[src/rtl/fifo_access_ctrl_if.sv]
// Bundle of receiver, host read port and FIFO-side signals for fifo_access_ctrl.
// slave = the controller's view; master = the surrounding integration / bench.
interface fifo_access_ctrl_if #(
    parameter int DATA_BITS     = 8,
    parameter int FIFO_WIDTH    = 4,
    parameter int DROP_CNT_BITS = 8
);
    logic [DATA_BITS-1:0]     Rx_Data;
    logic                     Rx_Valid;
    logic                     Rd_Req;
    logic                     Bist_Req;
    logic [DATA_BITS-1:0]     Fifo_Data_Out;
    logic [DATA_BITS-1:0]     Fifo_Wr_Data;
    logic                     Fifo_Data_Rdy;
    logic                     Fifo_Pop_Data;
    logic                     Fifo_BIST_Mode;
    logic [DATA_BITS-1:0]     Rd_Data;
    logic                     Rd_Valid;
    logic                     Rd_Pending;
    logic                     Hold_Full;
    logic [FIFO_WIDTH:0]      Fifo_Count;
    logic [DROP_CNT_BITS-1:0] Drop_Count;

    modport slave (
        input  Rx_Data, Rx_Valid, Rd_Req, Bist_Req, Fifo_Data_Out,
        output Fifo_Wr_Data, Fifo_Data_Rdy, Fifo_Pop_Data, Fifo_BIST_Mode,
               Rd_Data, Rd_Valid, Rd_Pending, Hold_Full, Fifo_Count, Drop_Count
    );

    modport master (
        output Rx_Data, Rx_Valid, Rd_Req, Bist_Req, Fifo_Data_Out,
        input  Fifo_Wr_Data, Fifo_Data_Rdy, Fifo_Pop_Data, Fifo_BIST_Mode,
               Rd_Data, Rd_Valid, Rd_Pending, Hold_Full, Fifo_Count, Drop_Count
    );
endinterface

[src/rtl/fifo_access_ctrl.sv]
// Sequencer turning receiver bytes and host reads into clean FIFO write/pop pulses.
// Optional dropped-byte counter is enabled by defining FIFOCTRL_DROP_CNT_EN.
module fifo_access_ctrl #(
    parameter int DATA_BITS     = 8,
    parameter int FIFO_WIDTH    = 4,
    parameter int DROP_CNT_BITS = 8
) (
    input  logic               clk,
    input  logic               rst,
    fifo_access_ctrl_if.slave  bus
);
    localparam int                  FIFO_ENTRIES = 2**FIFO_WIDTH;
    localparam logic [FIFO_WIDTH:0] FULL_CNT     = FIFO_ENTRIES[FIFO_WIDTH:0];

    typedef enum logic [2:0] {
        IDLE, WR_PULSE, WR_GAP, RD_PULSE, RD_GAP, RD_CAP
    } state_t;

    typedef enum logic {
        GRANT_WR = 1'b0,
        GRANT_RD = 1'b1
    } grant_t;

    state_t               state, state_next;
    grant_t               last_grant, grant_next;
    logic                 hold_full;
    logic [DATA_BITS-1:0] hold_data;
    logic                 rd_pending;
    logic [FIFO_WIDTH:0]  count;
    logic                 bist_mode;
    logic                 data_rdy;
    logic                 pop_data;
    logic [DATA_BITS-1:0] rd_data;
    logic                 rd_valid;
    logic                 wr_ok;
    logic                 rd_ok;
    logic                 hold_release;
    logic                 rx_take;

    // The hold register frees on WR_GAP exit but may be refilled on that same edge.
    assign hold_release = (state == WR_GAP);
    assign rx_take      = bus.Rx_Valid && (!hold_full || hold_release);

    always_comb begin
        state_next = state;
        grant_next = last_grant;
        wr_ok      = hold_full && (count != FULL_CNT) && !bist_mode;
        rd_ok      = rd_pending && (count != '0) && !bist_mode;
        case (state)
            IDLE: begin
                if (wr_ok && (!rd_ok || last_grant == GRANT_RD)) begin
                    state_next = WR_PULSE;
                    grant_next = GRANT_WR;
                end else if (rd_ok) begin
                    state_next = RD_PULSE;
                    grant_next = GRANT_RD;
                end
            end
            WR_PULSE: state_next = WR_GAP;
            WR_GAP:   state_next = IDLE;
            RD_PULSE: state_next = RD_GAP;
            RD_GAP:   state_next = RD_CAP;
            RD_CAP:   state_next = IDLE;
            default:  state_next = IDLE;
        endcase
    end

    always_ff @(posedge clk) begin
        if (rst) begin
            state      <= IDLE;
            last_grant <= GRANT_RD;
            hold_full  <= 1'b0;
            hold_data  <= '0;
            rd_pending <= 1'b0;
            count      <= '0;
            bist_mode  <= 1'b0;
            data_rdy   <= 1'b0;
            pop_data   <= 1'b0;
            rd_data    <= '0;
            rd_valid   <= 1'b0;
        end else begin
            state      <= state_next;
            last_grant <= grant_next;
            data_rdy   <= (state_next == WR_PULSE);
            pop_data   <= (state_next == RD_PULSE);
            rd_valid   <= (state == RD_CAP);
            if (state == RD_CAP) begin
                rd_data <= bus.Fifo_Data_Out;
            end
            if (rx_take) begin
                hold_data <= bus.Rx_Data;
                hold_full <= 1'b1;
            end else if (hold_release) begin
                hold_full <= 1'b0;
            end
            if (state == RD_CAP) begin
                rd_pending <= 1'b0;
            end else if (bus.Rd_Req) begin
                rd_pending <= 1'b1;
            end
            if (state == WR_PULSE) begin
                count <= count + 1'b1;
            end else if (state == RD_PULSE) begin
                count <= count - 1'b1;
            end
            // BIST only switches on IDLE cycles that start no transaction.
            if (state == IDLE && state_next == IDLE) begin
                bist_mode <= bus.Bist_Req;
            end
        end
    end

`ifdef FIFOCTRL_DROP_CNT_EN
    logic [DROP_CNT_BITS-1:0] drop_count;
    logic                     rx_drop;

    assign rx_drop = bus.Rx_Valid && !rx_take;

    always_ff @(posedge clk) begin
        if (rst) begin
            drop_count <= '0;
        end else if (rx_drop && drop_count != {DROP_CNT_BITS{1'b1}}) begin
            drop_count <= drop_count + 1'b1;
        end
    end

    assign bus.Drop_Count = drop_count;
`else
    assign bus.Drop_Count = {DROP_CNT_BITS{1'b0}};
`endif

    assign bus.Fifo_Wr_Data   = hold_data;
    assign bus.Fifo_Data_Rdy  = data_rdy;
    assign bus.Fifo_Pop_Data  = pop_data;
    assign bus.Fifo_BIST_Mode = bist_mode;
    assign bus.Rd_Data        = rd_data;
    assign bus.Rd_Valid       = rd_valid;
    assign bus.Rd_Pending     = rd_pending;
    assign bus.Hold_Full      = hold_full;
    assign bus.Fifo_Count     = count;
endmodule

[src/flat_wrapper.sv]
// flat-port wrapper written by rule: the top's interface ports become plain ports
module fifo_access_ctrl_flat 
#(
    parameter int DATA_BITS     = 8,
    parameter int FIFO_WIDTH    = 4,
    parameter int DROP_CNT_BITS = 8
)
  (clk, rst, bus_Rx_Data, bus_Rx_Valid, bus_Rd_Req, bus_Bist_Req, bus_Fifo_Data_Out, bus_Fifo_Wr_Data, bus_Fifo_Data_Rdy, bus_Fifo_Pop_Data, bus_Fifo_BIST_Mode, bus_Rd_Data, bus_Rd_Valid, bus_Rd_Pending, bus_Hold_Full, bus_Fifo_Count, bus_Drop_Count);
  fifo_access_ctrl_if #(.DATA_BITS(DATA_BITS), .FIFO_WIDTH(FIFO_WIDTH), .DROP_CNT_BITS(DROP_CNT_BITS)) bus_i ();
  input  logic clk;
  input  logic rst;
  input wire logic [$bits(bus_i.Rx_Data)-1:0] bus_Rx_Data;
  input wire logic [$bits(bus_i.Rx_Valid)-1:0] bus_Rx_Valid;
  input wire logic [$bits(bus_i.Rd_Req)-1:0] bus_Rd_Req;
  input wire logic [$bits(bus_i.Bist_Req)-1:0] bus_Bist_Req;
  input wire logic [$bits(bus_i.Fifo_Data_Out)-1:0] bus_Fifo_Data_Out;
  output wire logic [$bits(bus_i.Fifo_Wr_Data)-1:0] bus_Fifo_Wr_Data;
  output wire logic [$bits(bus_i.Fifo_Data_Rdy)-1:0] bus_Fifo_Data_Rdy;
  output wire logic [$bits(bus_i.Fifo_Pop_Data)-1:0] bus_Fifo_Pop_Data;
  output wire logic [$bits(bus_i.Fifo_BIST_Mode)-1:0] bus_Fifo_BIST_Mode;
  output wire logic [$bits(bus_i.Rd_Data)-1:0] bus_Rd_Data;
  output wire logic [$bits(bus_i.Rd_Valid)-1:0] bus_Rd_Valid;
  output wire logic [$bits(bus_i.Rd_Pending)-1:0] bus_Rd_Pending;
  output wire logic [$bits(bus_i.Hold_Full)-1:0] bus_Hold_Full;
  output wire logic [$bits(bus_i.Fifo_Count)-1:0] bus_Fifo_Count;
  output wire logic [$bits(bus_i.Drop_Count)-1:0] bus_Drop_Count;
  assign bus_i.Rx_Data = bus_Rx_Data;
  assign bus_i.Rx_Valid = bus_Rx_Valid;
  assign bus_i.Rd_Req = bus_Rd_Req;
  assign bus_i.Bist_Req = bus_Bist_Req;
  assign bus_i.Fifo_Data_Out = bus_Fifo_Data_Out;
  assign bus_Fifo_Wr_Data = bus_i.Fifo_Wr_Data;
  assign bus_Fifo_Data_Rdy = bus_i.Fifo_Data_Rdy;
  assign bus_Fifo_Pop_Data = bus_i.Fifo_Pop_Data;
  assign bus_Fifo_BIST_Mode = bus_i.Fifo_BIST_Mode;
  assign bus_Rd_Data = bus_i.Rd_Data;
  assign bus_Rd_Valid = bus_i.Rd_Valid;
  assign bus_Rd_Pending = bus_i.Rd_Pending;
  assign bus_Hold_Full = bus_i.Hold_Full;
  assign bus_Fifo_Count = bus_i.Fifo_Count;
  assign bus_Drop_Count = bus_i.Drop_Count;
  fifo_access_ctrl #(.DATA_BITS(DATA_BITS), .FIFO_WIDTH(FIFO_WIDTH), .DROP_CNT_BITS(DROP_CNT_BITS)) u_core (.clk(clk), .rst(rst), .bus(bus_i));
endmodule
[config.mk]
export PLATFORM = sky130hd
export DESIGN_NAME = fifo_access_ctrl_flat
export DESIGN_NICKNAME = d
export VERILOG_FILES = /design/src/rtl/fifo_access_ctrl_if.sv /design/src/rtl/fifo_access_ctrl.sv /design/src/flat_wrapper.sv
export SDC_FILE = /design/constraint.sdc
export NUM_CORES = 1
export LEC_CHECK = 0
export BUFFER_PORTS_ARGS = -buffer_cell sky130_fd_sc_hd__clkbuf_2
export CAP_MARGIN = 20
export CORE_MARGIN = 5
export CORE_UTILIZATION = 46
export DETAILED_ROUTE_END_ITERATION = 8
export PLACE_DENSITY = 0.77
export REMOVE_ABC_BUFFERS = 1
export SETUP_SLACK_MARGIN = 0.5
export SYNTH_ARGS = -nofsm -noshare
export SYNTH_HDL_FRONTEND = slang
export SYNTH_SLANG_ARGS = --single-unit
[constraint.sdc]
create_clock -name clk -period 2.7 [get_ports clk]
set_input_delay 0.54 -clock clk [delete_from_list [all_inputs] [get_ports clk]]
set_output_delay 0.54 -clock clk [all_outputs]
set_load 0.01 [all_outputs]
==> metrics.log, run 1 <==
INFO  metric dr_total_vias = 1096
INFO  metric cpMaxStageDelayCell = dfxtp_2
INFO  metric report.final.slew_viol_count = 0
INFO  metric finalHoldViolations = 0
INFO  metric clock-sinks = 31
INFO  metric ctsRootBufferMaster = clkbuf_4
INFO  metric place_congestion = 0.7961
INFO  metric route.detailed.vias_per_inst = 4.915
INFO  metric antenna_diode_count = 0
INFO  metric reg2reg_from = u_core.state[0]
INFO  metric dr.first_iter.drc_count = 24
INFO  metric overall_die_width = 63.55 microns
INFO  metric fin_skew = 5.316 ps
INFO  metric first_global_vias = 1076
INFO  metric biggest_fanout_along_the_worst_timing_path = 7
INFO  metric grt_usage = 14.56%
INFO  metric route.layer.met1.wl = 1.179 mm
INFO  metric floorplan.initialDensity = 47.82%
INFO  metric p_sw_share = 32.87%
INFO  metric min_path_type = in -> reg
INFO  metric r2r.worst_path.cells = 7
INFO  metric clk_path_buf_depth = 2
INFO  metric maxCapViolations = 0
INFO  metric final_layout_size_suffix_gt1_share = 35.94%
INFO  metric crit_end = u_core.bus.Fifo_Count[4]
INFO  metric route.detailed.wl_per_inst = 12.54 microns
INFO  metric globalRoute.totalOverflow = 0
INFO  metric postPlaceCellArea = 0.001550 sq mm
INFO  metric post_synthesis_instance_area = 0.001319 sq mm
INFO  metric fraction_of_the_yosys_area_taken_by_sequential_cells = 47.06%
INFO  metric worst-setup-path-type = reg -> reg
INFO  metric layout_worst_path_cycle_share = 77.80%
INFO  metric seq_power_share = 46.8%
INFO  metric ys_async_sr_fraction = 0%
INFO  metric power_frac_clock = 19.0%
INFO  metric timing.critical_path.depth = 7
INFO  metric power.combinational.fraction = 34.2%
INFO  metric min_period = 2101 ps
INFO  metric setup_total_negative_slack = 0 ps
INFO  metric mostFrequentLayoutCell = clkbuf_2
INFO  metric number_of_enable_flip_flop_cells_after_synthesis = 0
INFO  metric layout-area-overhead-vs-synth = 24.38%
INFO  metric average_instance_area_after_synthesis = 9.420 sq um
INFO  metric irDropWorstVdd = 0.4520 mV
INFO  metric cp_cell_sequence = nor2b_2, nand2b_4, fa_2, a21o_1, a21oi_1, mux2i_1, mux2_2
INFO  metric nets = 218
INFO  metric crit_path_start = u_core.state[0]
INFO  metric arrival = 2310 ps
INFO  metric fmax = 476.0 MHz
INFO  metric worstSetupEndpointType = flop
INFO  metric place_hpwl = 2.105 mm
INFO  metric path_delay_family = multiplexers
INFO  metric worst-endpoint-required = 2910 ps
INFO  metric h-tree-depth = 2
INFO  metric timing_worst_slew_pin_value = 585.0 ps
INFO  metric clk_transition_reported_paths = 90 ps
INFO  metric final.setup.worst_slack = 599.3 ps
INFO  metric max-slew-margin-rel = 61.00%
INFO  metric maxUsedRoutingLayer = met4
INFO  metric floorplan.die.height = 63.55 microns
INFO  metric power_switching = 0.3995 mW
INFO  metric core_box_area = 0.002758 sq mm
INFO  metric status = complete, no violations
INFO  metric worst_skew_pair.late_latency = 320 ps
INFO  metric ys_seq_elements = 31
INFO  metric synthDistinctLibCells = 36
INFO  metric netlist_instances = 140
INFO  metric kind_of_launch_point_of_the_worst_setup_path = flop
INFO  metric synth-main-ff-cell = dfxtp_1
INFO  metric ioPinCount = 56
INFO  metric totalWireLength = 2.796 mm
INFO  metric postLayoutCellArea = 0.001640 sq mm
INFO  metric r2r_end = u_core.bus.Fifo_Count[4]
INFO  metric pin_count_of_the_biggest_net_entering_global_routing = 33
INFO  metric placementRows = 19
INFO  metric route.antenna.remaining_nets = 0
INFO  metric cts_buffers = 5
INFO  metric fin_worst_hold_slack = 436.6 ps
INFO  metric p_leak = 0.7787 nW
INFO  metric final_cell_mix = clkbuf_2 (47), dfxtp_1 (30), nand2_1 (17), nor2_1 (16), a21oi_1 (12)
INFO  metric grt_setup_unrepaired = no
INFO  metric cpPeakStageDelay = 380 ps
INFO  metric setup_viol = 0
INFO  metric die_area = 0.004038 sq mm
INFO  metric first_pass_grt_wire_length = 4.685 mm
INFO  metric routed-wl-met2 = 1.360 mm
INFO  metric wl_met3 = 207 microns
INFO  metric firstDrtPassIters = 4
INFO  metric setup.reg_to_reg.worst_slack = 600 ps
INFO  metric synthesis.yosys.warnings = 0
INFO  metric numPlacedInstances = 214
INFO  metric port_buffers = 47
INFO  metric dpl_worst_slack = 416.6 ps
INFO  metric internal-power = 0.8161 mW
INFO  metric dr_drc_count = 0
INFO  metric critical_path.n_buffers_inverters = 0
INFO  metric cellPowerDensity = 741.1 mW/mm^2
INFO  metric initial_antenna_violation_count = 0
INFO  metric cts_tree = built
INFO  metric final-instance-count-excl-fill = 223
kinds of logic (layout without fill, tap and decap cells):
kind of cell    Yosys count  after routing  share of synthesized area [%]
xor+xnor                  3              3                          1.993
flops                    31             31                          47.06
simple gates             50             50                          18.31
buf+inv                  15             60                          6.641
other cells               1              8                         0.2844
fa+ha+maj                 4              4                          4.365
compound gates           24             24                          12.14
mux                      12             12                          9.203
metrics by stage:
step	power [mW]	util (%)
floorplan	0.8338	-
global placement	0.9306	56.22
detailed placement	0.9522	56.22
CTS	1.193	58.30
global route	1.301	59.48
finish	1.216	59.48
per-layer routing:
layer,up-vias,track usage (%)
li1,564,-
met1,490,15.89
met2,38,24.11
met3,4,6.217
met4,0,6.753
met5,-,0
sequential cells by signal, summed over array words and instances, names as in the netlist:
register,count
u_core.last_grant,1
u_core.bus.Hold_Full,1
u_core.bus.Fifo_BIST_Mode,1
u_core.bus.Fifo_Count,5
u_core.bus.Fifo_Data_Rdy,1
u_core.bus.Fifo_Wr_Data,8
u_core.bus.Rd_Valid,1
u_core.bus.Rd_Data,8
u_core.bus.Rd_Pending,1
u_core.bus.Fifo_Pop_Data,1
u_core.state,3
power groups by stage:
| stage | registers (mW) | logic (mW) | clock network, mW |
|---|---|---|---|
| after detailed placement | 0.575 | 0.377 | 0 |
| after global routing | 0.578 | 0.460 | 0.262 |
| after floorplan | 0.584 | 0.250 | 0 |
| after CTS | 0.566 | 0.390 | 0.237 |
| final | 0.570 | 0.415 | 0.231 |
| after global placement | 0.570 | 0.360 | 0 |
worst min-delay path, cell delays in order:
cell	delay [ps]
clkbuf_2	80
nand2_1	40
a21oi_1	50
Yosys cell counts (2+ instances only):
master	number	area, sq um
a211oi_1	2	15.01
a21o_1	2	15.01
a21oi_1	12	60.06
buf_4	8	60.06
clkbuf_1	3	11.26
dfxtp_1	31	620.6
ha_1	3	37.54
inv_1	2	7.510
mux2i_1	11	110.1
nand2_1	17	63.81
nand2b_1	3	18.77
nor2_1	16	60.06
nor2b_1	3	18.77
nor3_1	4	20.02
xnor2_1	2	17.52
timing repair:
item / CTS / global route
endpoints found under the hold margin: 0 / 0
hold buffers: 0 / 0
resized for setup: 1 / 4
buffers inserted: 2 / 1
endpoints found under the setup margin: 1 / 1
cell type report:
class,count,area [sq um]
multi-input combinational,101,661.9
tap,31,38.79
sequential,31,621.8
fill,246,1117
timing repair buffer,51,265.3
clock buffer,6,41.29
inverter,3,11.26
how the worst min path moves through the flow:
stage | slack [ps] | start | cells past startpoint | endpoint
floorplan | 470 | u_core.bus.Rd_Data[0] | 2 | u_core.bus.Rd_Data[0]
global placement | 440 | u_core.bus.Rd_Data[6] | 2 | u_core.bus.Rd_Data[6]
detailed placement | 450 | u_core.bus.Rd_Data[7] | 2 | u_core.bus.Rd_Data[7]
CTS | 430 | bus_Fifo_Data_Out[2] | 3 | u_core.bus.Rd_Data[2]
global route | 430 | bus_Fifo_Data_Out[2] | 3 | u_core.bus.Rd_Data[2]
finish | 440 | bus_Fifo_Data_Out[7] | 3 | u_core.bus.Rd_Data[7]
Power figures use the tool's default switching activity.
==> run 2, diff against run 1 <==
==> constraint.sdc (replaced) <==
create_clock -name clk -period 2.1 [get_ports clk]
set_input_delay 0.42 -clock clk [delete_from_list [all_inputs] [get_ports clk]]
set_output_delay 0.42 -clock clk [all_outputs]
set_load 0.01 [all_outputs]
==> metrics.log, run 2 (synthesis results as in run 1) <==
INFO  metric status = complete, no violations (unchanged)
INFO  metric mostFrequentLayoutCell = clkbuf_2 (unchanged)
INFO  metric dr_total_vias = 1172 (was 1096)
INFO  metric die_area = 0.004038 sq mm (unchanged)
INFO  metric layout_worst_path_cycle_share = 92.75% (was 77.80%)
INFO  metric cpMaxStageDelayCell = fa_2 (was dfxtp_2)
INFO  metric cts_buffers = 5 (unchanged)
INFO  metric arrival = 2170 ps (was 2310 ps)
INFO  metric cts_tree = built (unchanged)
INFO  metric timing.critical_path.depth = 7 (unchanged)
INFO  metric crit_end = u_core.bus.Fifo_Count[4] (unchanged)
INFO  metric first_pass_grt_wire_length = 5.119 mm (was 4.685 mm)
INFO  metric first_global_vias = 1201 (was 1076)
INFO  metric route.detailed.vias_per_inst = 5.074 (was 4.915)
INFO  metric dr_drc_count = 0 (unchanged)
INFO  metric final_cell_mix = clkbuf_2 (47), dfxtp_1 (28), nand2_1 (17), nor2_1 (16), mux2i_1 (11) (was clkbuf_2 (47), dfxtp_1 (30), nand2_1 (17), nor2_1 (16), a21oi_1 (12))
INFO  metric place_congestion = 0.8419 (was 0.7961)
INFO  metric timing_worst_slew_pin_value = 511.4 ps (was 585.0 ps)
INFO  metric fin_worst_hold_slack = 292.8 ps (was 436.6 ps)
INFO  metric min_period = 1948 ps (was 2101 ps)
INFO  metric max-slew-margin-rel = 65.70% (was 61.00%)
INFO  metric dpl_worst_slack = -0.06395 ps (was 416.6 ps)
INFO  metric irDropWorstVdd = 0.7028 mV (was 0.4520 mV)
INFO  metric ioPinCount = 56 (unchanged)
INFO  metric worst-setup-path-type = reg -> reg (unchanged)
INFO  metric dr.first_iter.drc_count = 13 (was 24)
INFO  metric post_cts_hold_buffer_count = 0 (unchanged)
INFO  metric worst_skew_pair.late_latency = 330 ps (was 320 ps)
INFO  metric final.setup.worst_slack = 152.2 ps (was 599.3 ps)
INFO  metric overall_die_width = 63.55 microns (unchanged)
INFO  metric antenna_diode_count = 0 (unchanged)
INFO  metric r2r_end = u_core.bus.Fifo_Count[4] (unchanged)
INFO  metric floorplan.die.height = 63.55 microns (unchanged)
INFO  metric port_buffers = 47 (unchanged)
INFO  metric report.final.slew_viol_count = 0 (unchanged)
INFO  metric finalHoldViolations = 0 (unchanged)
INFO  metric place_hpwl = 2.242 mm (was 2.105 mm)
INFO  metric route.detailed.wl_per_inst = 13.13 microns (was 12.54 microns)
INFO  metric final_layout_size_suffix_gt1_share = 42.50% (was 35.94%)
INFO  metric clk_path_buf_depth = 2 (unchanged)
INFO  metric worst-endpoint-required = 2330 ps (was 2910 ps)
INFO  metric p_leak = 0.8334 nW (was 0.7787 nW)
INFO  metric firstDrtPassIters = 4 (unchanged)
INFO  metric maxCapViolations = 0 (unchanged)
INFO  metric setup_total_negative_slack = 0 ps (unchanged)
INFO  metric worstSetupEndpointType = flop (unchanged)
INFO  metric placementRows = 19 (unchanged)
INFO  metric grt_setup_unrepaired = yes (was no)
INFO  metric pin_count_of_the_biggest_net_entering_global_routing = 21 (was 33)
INFO  metric initial_antenna_violation_count = 0 (unchanged)
INFO  metric biggest_fanout_along_the_worst_timing_path = 4 (was 7)
INFO  metric worst_hold_path.num_cells = 3 (unchanged)
INFO  metric r2r.worst_path.cells = 7 (unchanged)
INFO  metric min_path_type = in -> reg (unchanged)
INFO  metric ctsRootBufferMaster = clkbuf_4 (unchanged)
INFO  metric postPlaceCellArea = 0.001588 sq mm (was 0.001550 sq mm)
INFO  metric layout-area-overhead-vs-synth = 33.78% (was 24.38%)
INFO  metric totalWireLength = 3.032 mm (was 2.796 mm)
INFO  metric critical_path.n_buffers_inverters = 0 (unchanged)
INFO  metric clock-sinks = 31 (unchanged)
INFO  metric path_delay_family = multiplexers (unchanged)
INFO  metric setup_viol = 0 (unchanged)
INFO  metric kind_of_launch_point_of_the_worst_setup_path = flop (unchanged)
INFO  metric post-layout-total-power = 1.764 mW (was 1.216 mW)
INFO  metric globalRoute.totalOverflow = 0 (unchanged)
INFO  metric cellPowerDensity = 1000 mW/mm^2 (was 741.1 mW/mm^2)
INFO  metric core_box_area = 0.002758 sq mm (unchanged)
INFO  metric h-tree-depth = 2 (unchanged)
INFO  metric setup.reg_to_reg.worst_slack = 150 ps (was 600 ps)
INFO  metric clk_transition_reported_paths = 100 ps (was 90 ps)
INFO  metric cpPeakStageDelay = 360 ps (was 380 ps)
INFO  metric cp_cell_sequence = nor2b_4, nand2b_4, fa_2, a21o_1, a21oi_2, mux2i_1, mux2_2 (was nor2b_2, nand2b_4, fa_2, a21o_1, a21oi_1, mux2i_1, mux2_2)
INFO  metric grt_usage = 16.00% (was 14.56%)
INFO  metric reg2reg_from = u_core.state[0] (unchanged)
INFO  metric postLayoutCellArea = 0.001764 sq mm (was 0.001640 sq mm)
INFO  metric crit_path_start = u_core.state[0] (unchanged)
INFO  metric layout.filler_cells = 223 (was 246)
INFO  metric nets = 224 (was 218)
INFO  metric route.antenna.remaining_nets = 0 (unchanged)
INFO  metric fin_skew = 9.032 ps (was 5.316 ps)
INFO  metric floorplan.initialDensity = 47.82% (unchanged)
INFO  metric fmax = 513.4 MHz (was 476.0 MHz)
==> run 2: changes by cell type in the layout (fill, tap and decap cells not counted), moves of 2 or more <==
cell,before,now
a21oi_1,12,10
a21oi_2,0,2
buf_4,4,10
clkbuf_8,0,2
dfxtp_1,30,28
==> run 2: worst min path at each step <==
| stage | end | from |
|---|---|---|
| after CTS | u_core.bus.Rd_Data[2] | bus_Fifo_Data_Out[2] |
| after floorplan | u_core.bus.Rd_Data[0] | u_core.bus.Rd_Data[0] |
| after global routing | u_core.bus.Rd_Data[2] | bus_Fifo_Data_Out[2] |
| after detailed placement | u_core.bus.Rd_Data[2] | u_core.bus.Rd_Data[2] |
| after global placement | u_core.bus.Rd_Data[7] | u_core.bus.Rd_Data[7] |
| final | u_core.bus.Rd_Data[2] | bus_Fifo_Data_Out[2] |
==> run 2: layout make-up <==
class / instances / area [sq um] / share of cell area [%]
multi-input cells: 101 / 704.4 / 39.93
flip-flops and latches: 31 / 626.9 / 35.53
repair buffers: 57 / 310.3 / 17.59
clock buffers: 7 / 65.06 / 3.688
well taps: 31 / 38.79 / 2.199
inverters: 3 / 11.26 / 0.6383
clock inverters: 1 / 7.507 / 0.4255
==> run 2: timing repair <==
item                                    CTS  global route
endpoints found under the hold margin     0             0
buffers inserted                          4             0
endpoints found under the setup margin    2            10
resized for setup                         9             6
gates cloned                              0             0
pin swaps                                 5             4
==> run 2: where the power goes <==
| group | total, mW | switching, mW | leakage, nW | internal (mW) |
|---|---|---|---|---|
| clock network | 0.398 | 0.203 | 0.0375 | 0.195 |
| logic | 0.640 | 0.311 | 0.541 | 0.329 |
| registers | 0.727 | 0.0657 | 0.255 | 0.661 |
==> run 2: per-stage QoR <==
stage / instances / util, %
after global placement: 219 / 57.58
after CTS: 231 / 63.16
after detailed placement: 219 / 57.58
after global routing: 231 / 63.97
final: 231 / 63.97
after floorplan: 135 / -
==> run 2: tightest hold or removal path, delay by kind of cell <==
| kind | cells | cell delay (ps) |
|---|---|---|
| buffers and inverters | 1 | 80 |
| AO/OA/AOI/OAI | 1 | 50 |
| AND/OR/NAND/NOR | 1 | 40 |
==> run 2: per-layer routing <==
| layer | vias to the layer above | share of wire [%] | GRT usage (%) |
|---|---|---|---|
| met4 | 0 | 3.6 | 10.39 |
| li1 | 574 | - | - |
| met5 | - | 0 | 0 |
| met1 | 546 | 39 | 16.36 |
| met2 | 39 | 52 | 27.79 |
| met3 | 13 | 6.2 | 4.796 |
==> run 3, diff against run 2 <==
--- a/config.mk
+++ b/config.mk
@@ -12,7 +12,6 @@
 export DETAILED_ROUTE_END_ITERATION = 8
 export PLACE_DENSITY = 0.77
 export REMOVE_ABC_BUFFERS = 1
-export SETUP_SLACK_MARGIN = 0.5
 export SYNTH_ARGS = -nofsm -noshare
 export SYNTH_HDL_FRONTEND = slang
 export SYNTH_SLANG_ARGS = --single-unit
==> metrics.log, run 3 (synthesis results as in run 1) <==
INFO  metric status = complete, no violations (unchanged)
INFO  metric top_usage_layer = met2 (unchanged)
INFO  metric fin_skew = 11.78 ps (was 9.032 ps)
INFO  metric cts_buffers = 5 (unchanged)
INFO  metric dr_drc_count = 0 (unchanged)
INFO  metric min_path_type = in -> reg (unchanged)
INFO  metric fmax = 497.0 MHz (was 513.4 MHz)
INFO  metric power_switching = 0.5539 mW (was 0.5793 mW)
INFO  metric cts_tree = built (unchanged)
INFO  metric worst-setup-path-type = reg -> reg (unchanged)
INFO  metric final_layout_size_suffix_gt1_share = 37.88% (was 42.50%)
INFO  metric core_box_area = 0.002758 sq mm (unchanged)
INFO  metric ctsRootBufferMaster = clkbuf_4 (unchanged)
INFO  metric arrival = 2240 ps (was 2170 ps)
INFO  metric ioPinCount = 56 (unchanged)
INFO  metric worstSetupEndpointType = flop (unchanged)
INFO  metric power_frac_clock = 23.6% (was 22.6%)
INFO  metric internal-power = 1.136 mW (was 1.185 mW)
INFO  metric max-slew-margin-rel = 64.40% (was 65.70%)
INFO  metric p_sw_share = 32.77% (was 32.83%)
INFO  metric h-tree-depth = 2 (unchanged)
INFO  metric kind_of_launch_point_of_the_worst_setup_path = flop (unchanged)
INFO  metric clock-sinks = 31 (unchanged)
INFO  metric route.detailed.wl_per_inst = 13.04 microns (was 13.13 microns)
INFO  metric timing_worst_slew_pin_value = 534.0 ps (was 511.4 ps)
INFO  metric irDropWorstVdd = 0.6690 mV (was 0.7028 mV)
INFO  metric die_area = 0.004038 sq mm (unchanged)
INFO  metric grt_usage = 15.30% (was 16.00%)
INFO  metric post_cts_hold_buffer_count = 0 (unchanged)
INFO  metric final_cell_mix = clkbuf_2 (47), dfxtp_1 (31), nand2_1 (17), nor2_1 (16) (was clkbuf_2 (47), dfxtp_1 (28), nand2_1 (17), nor2_1 (16), mux2i_1 (11))
INFO  metric grtUsageMet2 = 27.79% (unchanged)
INFO  metric route.antenna.remaining_nets = 0 (unchanged)
INFO  metric floorplan.initialDensity = 47.82% (unchanged)
INFO  metric dr_total_vias = 1146 (was 1172)
INFO  metric report.final.slew_viol_count = 0 (unchanged)
INFO  metric dpl_worst_slack = -0.06395 ps (unchanged)
INFO  metric seq_power_share = 42.6% (was 41.2%)
INFO  metric p_leak = 0.8141 nW (was 0.8334 nW)
INFO  metric antenna_diode_count = 0 (unchanged)
INFO  metric route.detailed.vias_per_inst = 5.004 (was 5.074)
INFO  metric port_buffers = 47 (unchanged)
INFO  metric finalHoldViolations = 0 (unchanged)
INFO  metric global_route_track_usage_on_met1 = 14.94% (was 16.36%)
INFO  metric first_global_vias = 1177 (was 1201)
INFO  metric firstDrtPassIters = 4 (unchanged)
INFO  metric globalRoute.totalOverflow = 0 (unchanged)
INFO  metric totalWireLength = 2.987 mm (was 3.032 mm)
INFO  metric layout_worst_path_cycle_share = 95.80% (was 92.75%)
INFO  metric grt_util_met3 = 4.796% (unchanged)
INFO  metric place_hpwl = 2.242 mm (unchanged)
INFO  metric biggest_fanout_along_the_worst_timing_path = 4 (unchanged)
INFO  metric cellPowerDensity = 996.2 mW/mm^2 (was 1000 mW/mm^2)
INFO  metric final.setup.worst_slack = 88.11 ps (was 152.2 ps)
INFO  metric power.combinational.fraction = 33.8% (was 36.2%)
INFO  metric overall_die_width = 63.55 microns (unchanged)
INFO  metric min_period = 2012 ps (was 1948 ps)
INFO  metric mostFrequentLayoutCell = clkbuf_2 (unchanged)
INFO  metric floorplan.die.height = 63.55 microns (unchanged)
INFO  metric place_congestion = 0.8419 (unchanged)
INFO  metric placementRows = 19 (unchanged)
INFO  metric dr.first_iter.drc_count = 18 (was 13)
INFO  metric layout.filler_cells = 237 (was 223)
INFO  metric postPlaceCellArea = 0.001588 sq mm (unchanged)
INFO  metric layout-area-overhead-vs-synth = 28.65% (was 33.78%)
INFO  metric first_pass_grt_wire_length = 4.926 mm (was 5.119 mm)
INFO  metric clk_transition_reported_paths = 100 ps (about the same)
INFO  metric nets = 222 (was 224)
INFO  metric clk_path_buf_depth = 2 (unchanged)
INFO  metric worst_skew_pair.late_latency = 330 ps (about the same)
INFO  metric pin_count_of_the_biggest_net_entering_global_routing = 21 (unchanged)
INFO  metric maxCapViolations = 0 (unchanged)
INFO  metric setup_viol = 0 (unchanged)
INFO  metric postLayoutCellArea = 0.001697 sq mm (was 0.001764 sq mm)
INFO  metric initial_antenna_violation_count = 0 (unchanged)
INFO  metric worst-endpoint-required = 2320 ps (was 2330 ps)
==> run 3: power by group through the flow <==
stage | registers [mW] | logic [mW] | clock network [mW]
global placement | 0.723 | 0.498 | 0
detailed placement | 0.727 | 0.525 | 0
finish | 0.720 | 0.570 | 0.400
CTS | 0.716 | 0.541 | 0.407
global route | 0.729 | 0.628 | 0.434
floorplan | 0.751 | 0.321 | 0
==> run 3: final timing paths <==
check,startpoint,end,slack (ps),cells after the start
worst max-delay path,u_core.state[0],u_core.bus.Fifo_Count[4],90,8
worst min-delay path,bus_Fifo_Data_Out[2],u_core.bus.Rd_Data[2],290,3
worst max register to register,u_core.state[0],u_core.bus.Fifo_Count[4],90,8
worst min register to register,u_core.bus.Rd_Data[2],u_core.bus.Rd_Data[2],460,2
==> run 3: layer usage <==
layer,wire length [microns],part of all wire (%),vias to the layer above
met4,78,2.6,0
li1,-,-,571
met2,1570,53,41
met1,1137,38,525
met5,0,0,-
met3,200,6.7,9
==> run 3: repair_timing <==
item                                    CTS  global route
gates resized for setup                   1             4
pin swaps                                 0             0
setup buffers                             2             0
endpoints found under the setup margin    1             1
==> run 3: per-stage QoR <==
step	total power, mW	util [%]	std cells	setup TNS, ps	hold slack, ps
final	1.690	61.52	229	0	294.4
after global routing	1.791	61.52	229	-34.60	293.9
after global placement	1.221	57.58	219	0	443.3
after floorplan	1.072	-	135	-342.3	474.5
after CTS	1.665	60.84	229	0	286.1
after detailed placement	1.252	57.58	219	-0.06395	449.5
==> run 3: final cells by class <==
type / instances / area (sq um) / share of cell area, %
clock buffer: 7 / 65.06 / 3.835
tap: 31 / 38.79 / 2.286
timing repair buffer: 55 / 295.3 / 17.40
multi-input combinational: 101 / 658.1 / 38.79
inverter: 3 / 11.26 / 0.6637
clock inverter: 1 / 7.507 / 0.4425
sequential: 31 / 620.6 / 36.58
==> run 3: worst max-delay path, stage by stage, from the launching register on <==
cell and delay [ps]:
dfxtp_1 340, nor2b_4 180, nand2b_4 80, buf_4 130
buf_4 130, ha_1 310, a21oi_2 180, mux2i_1 220
mux2_2 340
